## src/rtl/mips_pkg.sv

```systemverilog
// Shared MIPS datapath definitions: instruction field layout, NOP encoding and default width.
package mips_pkg;

    localparam int DATA_W_DEFAULT = 32;
    localparam int INSTR_W        = 32;

    localparam int OPCODE_MSB = 31;
    localparam int OPCODE_LSB = 26;
    localparam int OPCODE_W   = OPCODE_MSB - OPCODE_LSB + 1;

    localparam int RS_MSB = 25;
    localparam int RS_LSB = 21;
    localparam int RT_MSB = 20;
    localparam int RT_LSB = 16;
    localparam int RD_MSB = 15;
    localparam int RD_LSB = 11;
    localparam int REG_W  = RS_MSB - RS_LSB + 1;

    localparam int SHAMT_MSB = 10;
    localparam int SHAMT_LSB = 6;
    localparam int SHAMT_W   = SHAMT_MSB - SHAMT_LSB + 1;

    localparam int FUNCT_MSB = 5;
    localparam int FUNCT_LSB = 0;
    localparam int FUNCT_W   = FUNCT_MSB - FUNCT_LSB + 1;

    localparam int IMM16_MSB = 15;
    localparam int IMM16_LSB = 0;
    localparam int IMM16_W   = IMM16_MSB - IMM16_LSB + 1;

    // sll $0,$0,0 encodes as all zeros
    localparam logic [INSTR_W-1:0] INSTR_NOP = 32'h0000_0000;

endpackage

```

## src/rtl/instr_field_split.sv

```systemverilog
// Splits a MIPS instruction word into its R/I-type fields; purely combinational.
module instr_field_split
    import mips_pkg::*;
(
    input  logic [INSTR_W-1:0]  instr,
    output logic [OPCODE_W-1:0] opcode,
    output logic [REG_W-1:0]    rs,
    output logic [REG_W-1:0]    rt,
    output logic [REG_W-1:0]    rd,
    output logic [SHAMT_W-1:0]  shamt,
    output logic [FUNCT_W-1:0]  funct,
    output logic [IMM16_W-1:0]  imm16
);

    assign opcode = instr[OPCODE_MSB:OPCODE_LSB];
    assign rs     = instr[RS_MSB:RS_LSB];
    assign rt     = instr[RT_MSB:RT_LSB];
    assign rd     = instr[RD_MSB:RD_LSB];
    assign shamt  = instr[SHAMT_MSB:SHAMT_LSB];
    assign funct  = instr[FUNCT_MSB:FUNCT_LSB];
    assign imm16  = instr[IMM16_MSB:IMM16_LSB];

endmodule

```

## src/rtl/if_id_queue.sv

```systemverilog
// Elastic fetch-to-decode FIFO; the head entry is presented combinationally and
// pre-split into instruction fields, reading as a NOP whenever the queue is empty.
module if_id_queue
    import mips_pkg::*;
#(
    parameter int DEPTH  = 2,
    parameter int DATA_W = DATA_W_DEFAULT
) (
    input  logic                       clk,
    input  logic                       rst_n,
    input  logic                       in_valid,
    output logic                       in_ready,
    input  logic [DATA_W-1:0]          in_instr,
    input  logic [DATA_W-1:0]          in_pc4,
    input  logic                       flush,
    output logic                       out_valid,
    input  logic                       out_ready,
    output logic [DATA_W-1:0]          out_instr,
    output logic [DATA_W-1:0]          out_pc4,
    output logic [OPCODE_W-1:0]        opcode,
    output logic [REG_W-1:0]           rs,
    output logic [REG_W-1:0]           rt,
    output logic [REG_W-1:0]           rd,
    output logic [SHAMT_W-1:0]         shamt,
    output logic [FUNCT_W-1:0]         funct,
    output logic [IMM16_W-1:0]         imm16,
    output logic [$clog2(DEPTH+1)-1:0] count
);

    localparam int PTR_W = $clog2(DEPTH);
    localparam int CNT_W = $clog2(DEPTH+1);

    logic [DATA_W-1:0] instr_mem [DEPTH];
    logic [DATA_W-1:0] pc4_mem   [DEPTH];

    logic [PTR_W-1:0] wr_ptr_reg, wr_ptr_next;
    logic [PTR_W-1:0] rd_ptr_reg, rd_ptr_next;
    logic [CNT_W-1:0] count_reg, count_next;

    logic push;
    logic pop;

    assign in_ready  = (count_reg < CNT_W'(DEPTH));
    assign out_valid = (count_reg != '0);
    assign push      = in_valid & in_ready;
    assign pop       = out_valid & out_ready;

    // DEPTH is a power of two, so plain pointer increment wraps with no gap
    always_comb begin
        wr_ptr_next = wr_ptr_reg;
        rd_ptr_next = rd_ptr_reg;
        count_next  = count_reg;
        if (flush) begin
            wr_ptr_next = '0;
            rd_ptr_next = '0;
            count_next  = '0;
        end else begin
            if (push) wr_ptr_next = wr_ptr_reg + PTR_W'(1);
            if (pop)  rd_ptr_next = rd_ptr_reg + PTR_W'(1);
            case ({push, pop})
                2'b10:   count_next = count_reg + CNT_W'(1);
                2'b01:   count_next = count_reg - CNT_W'(1);
                default: count_next = count_reg;
            endcase
        end
    end

    always_ff @(posedge clk or negedge rst_n) begin
        if (!rst_n) begin
            wr_ptr_reg <= '0;
            rd_ptr_reg <= '0;
            count_reg  <= '0;
        end else begin
            wr_ptr_reg <= wr_ptr_next;
            rd_ptr_reg <= rd_ptr_next;
            count_reg  <= count_next;
        end
    end

    // Storage needs no reset: an entry is only read once count covers it
    always_ff @(posedge clk) begin
        if (push && !flush) begin
            instr_mem[wr_ptr_reg] <= in_instr;
            pc4_mem[wr_ptr_reg]   <= in_pc4;
        end
    end

    assign out_instr = out_valid ? instr_mem[rd_ptr_reg] : DATA_W'(INSTR_NOP);
    assign out_pc4   = out_valid ? pc4_mem[rd_ptr_reg]   : '0;
    assign count     = count_reg;

    instr_field_split u_field_split (
        .instr  (out_instr),
        .opcode (opcode),
        .rs     (rs),
        .rt     (rt),
        .rd     (rd),
        .shamt  (shamt),
        .funct  (funct),
        .imm16  (imm16)
    );

endmodule

```

## config.mk

```make
export PLATFORM = sky130hd
export DESIGN_NAME = if_id_queue
export DESIGN_NICKNAME = d
export VERILOG_FILES = /design/src/rtl/mips_pkg.sv /design/src/rtl/instr_field_split.sv /design/src/rtl/if_id_queue.sv
export SDC_FILE = /design/constraint.sdc
export NUM_CORES = 1
export LEC_CHECK = 0
export BUFFER_PORTS_ARGS = -buffer_cell sky130_fd_sc_hd__buf_2
export CORE_UTILIZATION = 54
export CTS_CLUSTER_DIAMETER = 120
export CTS_CLUSTER_SIZE = 25
export DETAILED_ROUTE_END_ITERATION = 8
export GPL_TIMING_DRIVEN = 0
export PLACE_DENSITY = 0.85
export SETUP_SLACK_MARGIN = 0.5
export SYNTH_ARGS = -nofsm -noshare
export SYNTH_HDL_FRONTEND = slang
export SYNTH_HIERARCHICAL = 1
export SYNTH_SLANG_ARGS = --single-unit
```

## constraint.sdc

```tcl
create_clock -name clk -period 10.7 [get_ports clk]
set_input_delay 1.605 -clock clk [delete_from_list [all_inputs] [get_ports clk]]
set_output_delay 1.605 -clock clk [all_outputs]
set_load 0.01 [all_outputs]
```

* Word-level counts from Yosys, hierarchy flattened
Memories as Yosys holds them, arrays and structs flattened.
Cells that the tools add are included.
** Word-level totals
- Memories kept :: 2
- Flip-flop bits (word level) :: 4
- RAM bits :: 128
- Input port bits :: 69
** Cells by class
- $lt $le $gt $ge :: 1
- Reductions and logical operators :: 6
- Bitwise logic cells :: 2
- Eq/ne operators :: 2
- Add/subtract/negate cells :: 4
- Muxes and demuxes :: 10
** Memories
- instr_mem :: depth 2, bits a word 32, read ports 1, clocked after Yosys merged registers in 0, wr ports 1, line if_id_queue.sv:33 : logic [DATA_W-1:0] instr_mem [DEPTH];
- pc4_mem :: depth 2, bits a word 32, read ports 1, clocked after Yosys merged registers in 0, wr ports 1, line if_id_queue.sv:34 : logic [DATA_W-1:0] pc4_mem [DEPTH];
** Operators by type and width (count)
- 32-bit 2-to-1 mux :: 2
- 1-bit 2-to-1 mux :: 6
- 2-bit nonzero test :: 3
- 2-bit one-hot mux with 2 select lines :: 1
- 3-bit nonzero test :: 1
- 1-bit adder (second input constant) :: 2
- 2-bit by 1-bit adder with 2-bit output (second input constant) :: 1
- 1-bit bitwise AND :: 2
- 2-bit by 1-bit equality test with 1-bit output (second input constant) :: 1
- 2-bit equality test (second input constant) :: 1
- 2-bit less-than comparator (second input constant) :: 1
- 2-bit 2-to-1 mux :: 1
- 2-bit by 1-bit subtractor with 2-bit output (second input constant) :: 1
- 1-bit logical AND :: 1
- 1-bit zero test :: 1

* Depth between registers and ports, before layout
- Depth after elaboration :: 5
- Mapped depth :: 5

* Hierarchy
The synthesis kept the hierarchy.
** By module, submodules not included
- if_id_queue :: cells each 293, instances 1, area each 5089.9 sq um
- instr_field_split :: cells each 48, instances 1, area each 360.3 sq um

* Worst setup path before layout
Ideal clock, no wire load.
- Kind :: input-to-reg
- From :: in in_valid
- To :: mem instr_mem[1][0] (netlist name) (enable)
- Buffers on the path :: 0
- Slack :: 3.780 ns
- Stages on the path :: 2
- Data arrival time :: 6.343 ns
- Library setup time :: 0.578 ns
- Required time :: 10.122 ns
- Cells stage by stage :: nand2b_4 -> nor3b_1
** Between the ends
- Cells in the longest elaborated chain, start to end :: 4
** Ends and longest elaborated chain
- start: declaration :: line if_id_queue.sv:11 : input logic in_valid,
- 1-bit bitwise AND :: line if_id_queue.sv:45 : assign push = in_valid & in_ready;
- 1-bit logical AND :: line if_id_queue.sv:82 : if (push && !flush) begin
- 1-bit 2-to-1 mux :: line if_id_queue.sv:82
- 1-bit 2-to-1 mux (implied by the code) :: line if_id_queue.sv:83 : instr_mem[wr_ptr_reg] <= in_instr;
- end: declaration :: line if_id_queue.sv:33
No other way between the ends.

* Final worst setup path
- From :: reg count_reg[1], in the netlist count[1]
- To :: out rs[4]
** Between the ends
- Cells in the longest elaborated chain, start to end :: 2
** Ends and longest elaborated chain
- start: declaration :: line if_id_queue.sv:38 : logic [CNT_W-1:0] count_reg, count_next;
- start signal: assignment :: line if_id_queue.sv:76 : count_reg <= count_next;
- 2-bit nonzero test :: line if_id_queue.sv:44 : assign out_valid = (count_reg != '0);
- 32-bit 2-to-1 mux :: line if_id_queue.sv:88 : assign out_instr = out_valid ? instr_mem[rd_ptr_reg] : DATA_W'(INSTR_NOP);
- end: declaration :: line if_id_queue.sv:21 : output logic [REG_W-1:0] rs,
No other way between the ends.

==> results_dict.tcl <==
set metrics [dict create \
    outcome "finished clean" \
    row_count 36 \
    wirelength_um 10600 \
    power_density_mw_per_mm2 174 \
    arrival_ns 1.98 \
    pin_count 185 \
    synth_warnings 6 \
    final_util_pct 73.7 \
    dieArea_mm2 0.0105 \
    cts_buffer_depth 2 \
    crit_family "buffers and inverters" \
    syn_area_mm2 0.00545 \
    slew_viol_final 0 \
    grt-ovfl-total 0 \
    max-vdd-ir-drop_v 0.000103 \
    cts.reportedPaths.clkPinSlew_ns 0.05 \
    grt_pass1_wl_um 15800 \
    maxSlewHeadroom_pct 60.2 \
    clock_sinks 132 \
    drive_above_1_share_pct 51.2 \
    fin_setup_tns_ns 0 \
    slowest_delay_ns 0.45 \
    worst_clock_skew_ns 0.00669 \
    grt_usage_pct 21.0 \
    synth_cells 341 \
    layout_commonest_cell "buf_2" \
    cts_setup_buffers 0 \
    min_period_over_period_pct 33.5 \
    fmax_mhz 279 \
    insertion_delay_ns 0.51 \
    die_h_um 102 \
    swShare_pct 22.6 \
    power_frac_comb_pct 12.3 \
    finalSetupViolCount 0 \
    area_delta_synth_final_pct 32.1 \
    grt_pass1_vias 3290 \
    syn_area_per_cell_um2 16.0 \
    h-tree-depth 4 \
    maxCapViolCount 0 \
    drcViolationCount 0 \
    ys_seq_elements 132 \
    drt_pass1_iterations 4 \
    startpoint_type "register" \
    p_seq_share_pct 47.8 \
    cp-end-kind "output pin" \
    finalPower_mw 1.25 \
    portBuffers 184 \
    power_switching_mw 0.283 \
    power_frac_clock_pct 39.9 \
    crit_required_ns 9.10 \
    root_buffer "clkbuf_8" \
    fin_crit_ns 3.59 \
    drt-wirelength-per-cell_um 15.2 \
    synth_nets 410 \
    cts.hold.buffers_added 0 \
    p_int_mw 0.966 \
    worstSetupPathType "register to output pin" \
    nets 625 \
    globalplace.congestion 0.687 \
    finalHoldViolCount 0 \
    holdCritPathClass "register to register" \
    drtAntennaViolNets 0 \
    critPathBufInv 4 \
    rsz0062_at_grt "no" \
    cp_max_fo 10 \
    antenna_found_initial 0 \
    cts_tree "yes" \
    grt_max_degree 17 \
    ys_seq_area_share_pct 72.4 \
    die_w_um 102 \
    dpl_cell_area_mm2 0.00669 \
    tightestPinTransition_ns 0.594 \
    start_util_pct 55.8 \
    design_area_mm2 0.00720 \
    slowest_stage "dfrtp_1" \
    cts_resized 0 \
    p_leak_nw 3.07 \
    layout_common_cells "buf_2 (186), edfxtp_1 (128), nor2_1 (67), mux2i_1 (64), buf_4 (55)" \
    core-area_mm2 0.00977 \
    dr.first_iter.drc_count 133 \
    hpwl_um 7480 \
    route.vias.total 3398 \
    avgViaCountPerCell 4.85 \
    cts_made_buffers 17 \
    synth_cell_type_count 21 \
    n_antenna_cell 0 \
    cp_cell_sequence "nor2_1, buf_2, buf_4, nor2_1, buf_4, buf_2" \
]
==> worst paths after layout <==
check / start / endpoint / slack (ns) / cells after the start
max: count[1] / rs[4] / 7.11 / 6
min: wr_ptr_reg / wr_ptr_reg / 0.63 / 2
max reg2reg: count[1] / instr_mem[1][29] / 8.66 / 5
min reg2reg: wr_ptr_reg / wr_ptr_reg / 0.63 / 2
max in group asynchronous: rst_n / rd_ptr_reg / 9.68 / 1
min in group asynchronous: rst_n / count[1] / 0.90 / 1
==> worst register-to-register path, stage by stage (launching register included) <==
cell	delay (ns)
dfrtp_1	0.45
nand2b_4	0.20
nor3b_2	0.53
buf_6	0.25
buf_6	0.17
buf_6	0.16
==> through the flow <==
| step | std cells | hold WS (ns) | worst slack (ns) |
|---|---|---|---|
| 2_1_floorplan | 341 | 0.519 | 3.78 |
| 3_3_place_gp | 658 | 0.538 | 1.37 |
| 3_5_place_dp | 670 | 0.603 | 7.47 |
| 4_1_cts | 701 | 0.617 | 7.08 |
| 5_1_grt | 701 | 0.664 | 6.95 |
| 6_report | 701 | 0.625 | 7.11 |
==> metal layers <==
metal	vias up	track usage [%]	share of wire, %
met1	1610	22.3	37
met2	153	37.2	53
met3	22	7.05	7.4
met5	-	0	0
met4	0	10.2	2.2
li1	1613	-	-
==> power by group through the flow <==
stage	clock network, mW	registers, mW	logic [mW]
floorplan	0	0.609	0.0909
global placement	0	0.611	0.143
detailed placement	0	0.607	0.155
CTS	0.507	0.597	0.156
global route	0.527	0.598	0.169
finish	0.498	0.597	0.154
==> cell type report <==
cell class	count	area, um2
buffer	62	502
clock buffer	19	422
clock inverter	12	91.3
fill	604	2570
inverter	2	7.51
multi-input combinational	145	1010
sequential	132	3940
tap	133	166
timing repair buffer	196	1060
==> cells by family (layout without fill, tap and decap cells) <==
family | count (synthesis) | in the layout | share of synthesized area (%)
AND/OR/NAND/NOR | 74 | 74 | 5.65
AO/OA/AOI/OAI | 4 | 4 | 0.367
flip-flops | 132 | 132 | 72.4
XOR/XNOR | 2 | 2 | 0.321
multiplexers | 65 | 65 | 12.0
buffers and inverters | 64 | 291 | 9.34
==> synth_stat cells (all sizes together) <==
cell | number | area share, %
a21oi | 2 | 0.18
buf | 62 | 9.2
dfrtp | 4 | 1.8
edfxtp | 128 | 71
inv | 2 | 0.14
mux2 | 1 | 0.21
mux2i | 64 | 12
nand2 | 1 | 0.069
nand2b | 2 | 0.37
nor2 | 67 | 4.6
nor2b | 2 | 0.37
nor3 | 1 | 0.092
nor3b | 1 | 0.14
o21ai | 2 | 0.18
xor2 | 2 | 0.32
(Power assumes the default switching activity.)
